<file path="config.mk">
export PLATFORM = sky130hd
export DESIGN_NAME = load_store_unit
export DESIGN_NICKNAME = d
export VERILOG_FILES = /design/src/rtl/load_store_unit_pkg.sv /design/src/rtl/lsu_byte_lane.sv /design/src/rtl/load_store_unit.sv
export SDC_FILE = /design/constraint.sdc
export NUM_CORES = 1
export LEC_CHECK = 0
export CELL_PAD_IN_SITES_DETAIL_PLACEMENT = 0
export CELL_PAD_IN_SITES_GLOBAL_PLACEMENT = 2
export CORE_ASPECT_RATIO = 1.75
export CORE_MARGIN = 2
export CORE_UTILIZATION = 29
export CTS_BUF_LIST = sky130_fd_sc_hd__clkbuf_4
export DETAILED_ROUTE_END_ITERATION = 10
export PLACE_DENSITY_LB_ADDON = 0.1
export SYNTH_ARGS = -nofsm -noshare
export SYNTH_HDL_FRONTEND = slang
export SYNTH_HIERARCHICAL = 1
export SYNTH_SLANG_ARGS = --single-unit
export TNS_END_PERCENT = 50
</file>
<file path="constraint.sdc">
create_clock -name clk -period 3.2 [get_ports clk]
set_clock_uncertainty 0.2 [all_clocks]
set_input_delay 0.96 -clock clk [delete_from_list [all_inputs] [get_ports clk]]
set_output_delay 0.96 -clock clk [all_outputs]
set_load 0.05 [all_outputs]
</file>
<file path="src/rtl/load_store_unit_pkg.sv">
// Shared definitions for the load/store unit: access size codes, FSM states,
// byte-lane masks and the legality rule for an incoming access.
package load_store_unit_pkg;

  localparam logic [2:0] LSU_B  = 3'b000;
  localparam logic [2:0] LSU_H  = 3'b001;
  localparam logic [2:0] LSU_W  = 3'b010;
  localparam logic [2:0] LSU_BU = 3'b100;
  localparam logic [2:0] LSU_HU = 3'b101;

  typedef enum logic [1:0] {
    LSU_IDLE = 2'd0,
    LSU_REQ  = 2'd1,
    LSU_DONE = 2'd2
  } lsu_state_t;

  localparam logic [3:0] LANE_BYTE0   = 4'b0001;
  localparam logic [3:0] LANE_HALF_LO = 4'b0011;
  localparam logic [3:0] LANE_HALF_HI = 4'b1100;
  localparam logic [3:0] LANE_WORD    = 4'b1111;

  // Unsigned sizes exist only for loads; halfwords and words must be naturally aligned.
  function automatic logic lsu_access_ok(input logic rd, input logic wr,
                                         input logic [2:0] f3, input logic [1:0] alo);
    logic ok;
    ok = 1'b0;
    case (f3)
      LSU_B:   ok = !(rd && wr);
      LSU_H:   ok = !(rd && wr) && !alo[0];
      LSU_W:   ok = !(rd && wr) && (alo == 2'b00);
      LSU_BU:  ok = rd && !wr;
      LSU_HU:  ok = rd && !wr && !alo[0];
      default: ok = 1'b0;
    endcase
    return ok;
  endfunction

endpackage

</file>
<file path="src/rtl/lsu_byte_lane.sv">
// Combinational byte-lane steering: load lane extract with sign/zero extension,
// store data replication and byte-enable generation.
module lsu_byte_lane
  import load_store_unit_pkg::*;
(
  input  logic [2:0]  funct3,
  input  logic [1:0]  addr_lo,
  input  logic [31:0] rdata,
  input  logic [31:0] wdata,
  output logic [31:0] load_data,
  output logic [31:0] store_wdata,
  output logic [3:0]  store_be
);

  logic [7:0]  rd_byte;
  logic [15:0] rd_half;

  always_comb begin
    rd_byte   = rdata[{addr_lo, 3'b000} +: 8];
    rd_half   = addr_lo[1] ? rdata[31:16] : rdata[15:0];
    load_data = rdata;
    case (funct3)
      LSU_B:   load_data = {{24{rd_byte[7]}}, rd_byte};
      LSU_BU:  load_data = {24'd0, rd_byte};
      LSU_H:   load_data = {{16{rd_half[15]}}, rd_half};
      LSU_HU:  load_data = {16'd0, rd_half};
      default: load_data = rdata;
    endcase
  end

  // Size is funct3[1:0], so unsigned load codes get the same lane enables as signed ones.
  always_comb begin
    store_wdata = wdata;
    store_be    = LANE_WORD;
    case (funct3[1:0])
      2'b00: begin
        store_wdata = {4{wdata[7:0]}};
        store_be    = LANE_BYTE0 << addr_lo;
      end
      2'b01: begin
        store_wdata = {2{wdata[15:0]}};
        store_be    = addr_lo[1] ? LANE_HALF_HI : LANE_HALF_LO;
      end
      default: begin
        store_wdata = wdata;
        store_be    = LANE_WORD;
      end
    endcase
  end

endmodule

</file>
<file path="src/rtl/load_store_unit.sv">
// Data-memory access sequencer: IDLE -> REQ -> DONE over a req/ack port, stalling the
// core until the access finishes; illegal accesses and ack timeouts end with Error_o.
module load_store_unit
  import load_store_unit_pkg::*;
#(
  parameter int MAX_WAIT   = 15,
  parameter int WAIT_WIDTH = 4
) (
  input  logic        clk,
  input  logic        reset,
  input  logic        Mem_Read_i,
  input  logic        Mem_Write_i,
  input  logic [2:0]  Funct3_i,
  input  logic [31:0] Address_i,
  input  logic [31:0] Write_Data_i,
  output logic        Stall_o,
  output logic        Done_o,
  output logic        Error_o,
  output logic [31:0] Read_Data_o,
  output logic        Mem_Req_o,
  output logic        Mem_We_o,
  output logic [31:0] Mem_Addr_o,
  output logic [31:0] Mem_Wdata_o,
  output logic [3:0]  Mem_Be_o,
  input  logic        Mem_Ack_i,
  input  logic [31:0] Mem_Rdata_i
);

  lsu_state_t state, state_nxt;
  logic [WAIT_WIDTH-1:0] wait_cnt;
  logic [2:0]  f3_q;
  logic [1:0]  alo_q;
  logic        load_q;
  logic        err_q;

  logic        access;
  logic        legal;
  logic        timeout;
  logic [2:0]  lane_f3;
  logic [1:0]  lane_alo;
  logic [31:0] lane_load;
  logic [31:0] lane_wdata;
  logic [3:0]  lane_be;

  assign access  = Mem_Read_i | Mem_Write_i;
  assign legal   = lsu_access_ok(Mem_Read_i, Mem_Write_i, Funct3_i, Address_i[1:0]);
  assign timeout = (wait_cnt == WAIT_WIDTH'(MAX_WAIT - 1));

  // Store steering is needed at the IDLE edge; load extraction uses the latched access in REQ.
  assign lane_f3  = (state == LSU_IDLE) ? Funct3_i : f3_q;
  assign lane_alo = (state == LSU_IDLE) ? Address_i[1:0] : alo_q;

  lsu_byte_lane u_lane (
    .funct3      (lane_f3),
    .addr_lo     (lane_alo),
    .rdata       (Mem_Rdata_i),
    .wdata       (Write_Data_i),
    .load_data   (lane_load),
    .store_wdata (lane_wdata),
    .store_be    (lane_be)
  );

  always_ff @(posedge clk or negedge reset) begin
    if (!reset) begin
      state <= LSU_IDLE;
    end else begin
      state <= state_nxt;
    end
  end

  always_comb begin
    state_nxt = state;
    Stall_o   = 1'b0;
    case (state)
      LSU_IDLE: begin
        Stall_o = access & reset;
        if (access) begin
          state_nxt = legal ? LSU_REQ : LSU_DONE;
        end
      end
      LSU_REQ: begin
        Stall_o = 1'b1;
        if (Mem_Ack_i || timeout) begin
          state_nxt = LSU_DONE;
        end
      end
      LSU_DONE: begin
        state_nxt = LSU_IDLE;
      end
      default: begin
        state_nxt = LSU_IDLE;
      end
    endcase
  end

  assign Done_o  = (state == LSU_DONE);
  assign Error_o = (state == LSU_DONE) & err_q;

  always_ff @(posedge clk or negedge reset) begin
    if (!reset) begin
      Mem_Req_o   <= 1'b0;
      Mem_We_o    <= 1'b0;
      Mem_Addr_o  <= '0;
      Mem_Wdata_o <= '0;
      Mem_Be_o    <= '0;
      Read_Data_o <= '0;
      wait_cnt    <= '0;
      f3_q        <= '0;
      alo_q       <= '0;
      load_q      <= 1'b0;
      err_q       <= 1'b0;
    end else begin
      case (state)
        LSU_IDLE: begin
          wait_cnt <= '0;
          if (access) begin
            f3_q   <= Funct3_i;
            alo_q  <= Address_i[1:0];
            load_q <= Mem_Read_i;
            if (legal) begin
              err_q       <= 1'b0;
              Mem_Req_o   <= 1'b1;
              Mem_We_o    <= Mem_Write_i;
              Mem_Addr_o  <= {Address_i[31:2], 2'b00};
              Mem_Wdata_o <= lane_wdata;
              Mem_Be_o    <= lane_be;
            end else begin
              err_q <= 1'b1;
              if (Mem_Read_i) begin
                Read_Data_o <= '0;
              end
            end
          end
        end
        LSU_REQ: begin
          if (Mem_Ack_i) begin
            Mem_Req_o <= 1'b0;
            Mem_We_o  <= 1'b0;
            if (load_q) begin
              Read_Data_o <= lane_load;
            end
          end else if (timeout) begin
            Mem_Req_o <= 1'b0;
            Mem_We_o  <= 1'b0;
            err_q     <= 1'b1;
            if (load_q) begin
              Read_Data_o <= '0;
            end
          end else begin
            wait_cnt <= wait_cnt + 1'b1;
          end
        end
        default: begin
          wait_cnt <= '0;
        end
      endcase
    end
  end

endmodule

</file>
# Word level (Yosys, flattened, before mapping)
# Cells that the tools add are included.
# Widths: inputs -> output; s select.
[totals]
reg_bits = 113
latchBits = 0
mem_bits_rw = 0
romBits = 0
inputBits = 104
out_inout_bits = 105
elab_cells = 98
memories = 0
[op_classes]
add_sub_neg = 1
mul = 0
div = 0
n_lt_le_gt_ge = 0
eq_ne = 21
n_shift = 2
muxes = 37
n_bitwise = 3
reduce_logical = 22
[ops]
columns = ["op", "count"]
rows = [
  ["$mux 32", 7],
  ["$pmux 32 s2", 2],
  ["$pmux 32 s4", 1],
  ["$shiftx 32x6->8", 1],
  ["$ne 2x2->1 const B", 9],
  ["$mux 16", 1],
  ["$mux 4", 4],
  ["$eq 3x3->1 const B", 4],
  ["$mux 1", 10],
  ["$mux 2", 4],
  ["$pmux 1 s2", 4],
  ["$pmux 4 s2", 1],
  ["$reduce_and 4->1", 2],
  ["$eq 3x1->1 const B", 2],
  ["$logic_not 2->1", 3],
  ["$logic_not 3->1", 2],
  ["$reduce_and 2->1", 3],
  ["$reduce_and 6->1", 1],
  ["$logic_and 1x1->1", 5],
  ["$pmux 1 s5", 1],
  ["$add 4x1->4 const B", 1],
  ["$eq 2x1->1 const B", 2],
  ["$eq 4x4->1 const B", 1],
  ["$pmux 2 s2", 1],
  ["11 further kinds", 14],
]

# Logic depth before layout (Yosys ltp)
[depth]
depth_word = 7
ltp_mapped = 8

# Cells and area by module
# The synthesis kept the hierarchy.
[modules_own_cells]
columns = ["module", "n_inst", "cells_per_inst", "area_each_um2", "seq_area_each_um2"]
rows = [
  ["load_store_unit", 1, 286, 4415.5, 2827.7],
  ["lsu_byte_lane", 1, 170, 1226.2, 0.0],
]

# Worst setup path before layout
# Ideal clock, no wire load.
[synth_path]
kind = "input to output"
start = "input Mem_Write_i"
end = "output Stall_o"
arrival_time_ps = 1819
setup_slack_ps = 221
cell_stages = 2
path_cell_list = "o21ai_0 -> a21oi_1"
[synth_via]
elab_chain_len = 3
[synth_rtl]
columns = ["element", "line_no", "rtl"]
rows = [
  ["start, declared", "load_store_unit.sv:12", "input logic Mem_Write_i,"],
  ["$or 1x1->1", "load_store_unit.sv:45", "assign access = Mem_Read_i | Mem_Write_i;"],
  ["$and 1x1->1", "load_store_unit.sv:76", "Stall_o = access & reset;"],
  ["$pmux 1 s2", "load_store_unit.sv:74", "case (state)"],
  ["end, declared", "load_store_unit.sv:16", "output logic Stall_o,"],
]
# Every way passes these cells.

# Final worst setup path
[layout_path]
start = "input Mem_Read_i"
end = "output Stall_o"
[layout_via]
elab_chain_len = 3
[layout_rtl]
columns = ["element", "line_no", "rtl"]
rows = [
  ["start, declared", "load_store_unit.sv:11", "input logic Mem_Read_i,"],
  ["$or 1x1->1", "load_store_unit.sv:45", ""],
  ["$and 1x1->1", "load_store_unit.sv:76", ""],
  ["$pmux 1 s2", "load_store_unit.sv:74", ""],
]
# Every way passes these cells.

==> impl_metrics.toml <==
[floorplanning]
fp-row-count = 67
die_width_um = 109
coreArea_mm2 = 0.0191
start_util = 0.295
die_h_um = 189
dieArea_mm2 = 0.0206
pin_count = 209

[finish]
area_growth_pct = 47.6
mostFrequentLayoutCell = "clkdlybuf4s50_1"
stdcell_count = 918
multi_input_area_mm2 = 0.00251
layout_common_cells = "clkdlybuf4s50_1, dfrtp_1, mux2_2"
nFillCells = 1891
register_area_mm2 = 0.00283
drive_gt1_frac = 0.240
fin_nets = 771

[sta]
worstMarginPinSlew_ps = 755
maxSlewViolCount = 0
final.period_utilization = 0.985
period_minus_slack_ps = 3150
rsz0062_at_grt = "no"
setup_tns_ps = 0
setup-violations-final = 0
fmax_mhz = 317
relSlewSlack = 0.496
hold_viol_final = 0

[logic_synthesis]
yosys_warnings = 6
synth_edf_count = 0
synth_top_family_by_area = "multiplexers"
yosys.area_share.simple = 0.0641
avgSynthCellArea_um2 = 12.4
yosys.area_share.adder = 0.00444
muxShareOfSynthArea = 0.224
ys_seq_area_frac = 0.501
synthXorXnorAreaFrac = 0.00310
synthCells = 456
ys_ff_latch = 113
syn-cell-area_mm2 = 0.00564
synth_compound_area_frac = 0.147
synthArstFlopShare = 1.00
synth_top_flop_cell = "dfrtp_1"
ys_types = 50

[placement]
gp_congestion = 0.748
port_buffers = 206
dp_cells = 887
dp_hpwl_mm = 12.6

[setup_path]
cp.arrival_ps = 1990
crit_required_ps = 2040
worstSetupEndpointType = "output pin"
path_max_fanout = 4
start_kind = "primary input"
crit_type = "primary input to output pin"

[global_routing]
grt_use_total = 0.170
antenna_found_initial = 1
grt_max_degree = 114
grt_pass1_vias = 4789
grt_pass1_wl_mm = 26.4
overflow = 0

[route]
drt_iter0_drc = 106
route.detailed.wl_per_inst_um = 18.7
drt_wl_total_mm = 17.2
drcViolationCount = 0
num_vias = 4413
postRouteAntennaNets = 0
drt_first_pass_iters = 4
viasPerCell = 4.81

[pwr]
peakVddDrop_v = 0.000576
power_density_mw_per_mm2 = 964
p_leak_nw = 3.54

[clocking]
worstSkewPairLatency_ps = 500
cts_tree = "yes"
cts_setup_buffers = 0
clkSlewWorstSetupHoldPaths_ps = 90
cts_root_buffer = "clkbuf_4"
clock-sinks = 113
h-tree-depth = 4
numCtsBuffers = 17
clockBufferDepth = 2

[run]
drv_cap = 0

[hold_path]
holdCritPathClass = "register to register"

[outcome]
outcome = "finished clean"
[metrics by stage]
stage	hold WS, ps	util	area [um^2]	setup slack, ps	total power, mW
CTS	295	0.436	8330	31.2	8.18
floorplan	277	-	5650	221	5.29
finish	286	0.436	8330	47.4	8.03
global placement	267	0.419	8020	-42.5	6.90
detailed placement	268	0.419	8020	-70.5	6.92
global route	319	0.436	8330	5.19	8.48
[synth_stat cells (all sizes together) (2+ instances only)]
| cell | instances | area [um^2] |
|---|---|---|
| xor2 | 2 | 17.5 |
| o21ai | 21 | 105 |
| a21o | 9 | 67.6 |
| buf | 37 | 274 |
| nor2 | 18 | 75.1 |
| o21a | 2 | 15.0 |
| nand2b | 2 | 12.5 |
| clkbuf | 7 | 26.3 |
| a22o | 32 | 280 |
| inv | 3 | 11.3 |
| o211ai | 18 | 140 |
| and3 | 3 | 18.8 |
| nand3 | 2 | 10.0 |
| ha | 2 | 25.0 |
| nor2b | 3 | 18.8 |
| a21oi | 3 | 15.0 |
| dfrtp | 113 | 2830 |
| o21bai | 2 | 18.8 |
| and2 | 3 | 21.3 |
| mux2 | 94 | 1100 |
| nand2 | 37 | 139 |
| mux2i | 17 | 170 |
| a221o | 7 | 70.1 |
[layer usage]
metal  global-route usage  up-vias  part of all wire
met3               0.0567       13             0.075
met1                0.184     2184              0.37
li1                     -     2073                 -
met4               0.0677        0             0.023
met5                    0        -                 0
met2                0.300      143              0.53
[area by class of cell]
type,count,area share
clock buffer,19,0.0171
timing repair buffer,233,0.284
clock inverter,11,0.0198
antenna,1,0.000300
tap,241,0.0362
multi-input combinational,297,0.301
inverter,3,0.00135
sequential,113,0.339
[cell families (layout without fill, tap and decap cells)]
logic type | after synthesis | count (layout)
AND/OR/NAND/NOR | 76 | 76
AO/OA/AOI/OAI | 104 | 104
multiplexers | 111 | 111
buffers and inverters | 47 | 266
adder cells (fa/ha/maj) | 2 | 2
flip-flops | 113 | 113
other | 1 | 3
XOR/XNOR | 2 | 2
[report_power, final]
part | leakage, nW | total [mW] | internal, mW | switching (mW)
Combinational | 1.97 | 4.65 | 1.82 | 2.83
Sequential | 1.42 | 2.20 | 1.93 | 0.269
Clock | 0.158 | 1.18 | 0.625 | 0.557
[worst max-delay path, stage by stage]
cell             delay (ps)
clkdlybuf4s50_1         530
o21ai_0                 120
a21oi_2                 210
buf_12                  160
[flip-flops by register name, indices dropped and copies added, names as in the netlist, 2 cells and up]
signal,cells
Mem_Wdata_o,32
f3_q,3
wait_cnt,4
state,2
Mem_Addr_o,30
Mem_Be_o,4
Read_Data_o,32
alo_q,2
[path summary, 6_finish.rpt]
check,start,endpoint,slack [ps],depth (start not counted)
worst max-delay path,Mem_Read_i,Stall_o,50,4
worst min-delay path,Mem_Req_o$_DFFE_PN0P_,Mem_Req_o$_DFFE_PN0P_,290,1
worst max register to register,state[0]$_DFFE_PN0P_,Read_Data_o[0]$_DFFE_PN0P_,600,7
worst min register to register,Mem_Req_o$_DFFE_PN0P_,Mem_Req_o$_DFFE_PN0P_,290,1
max in group asynchronous,reset,Read_Data_o[31]$_DFFE_PN0P_,1810,2
min in group asynchronous,reset,Read_Data_o[17]$_DFFE_PN0P_,320,2
[what timing repair did]
action | CTS | global route
gates resized for setup | 2 | 0
setup endpoints to repair | 2 | 0
hold buffers | 0 | 0
Note: power is estimated with default switching activity, not from simulation.
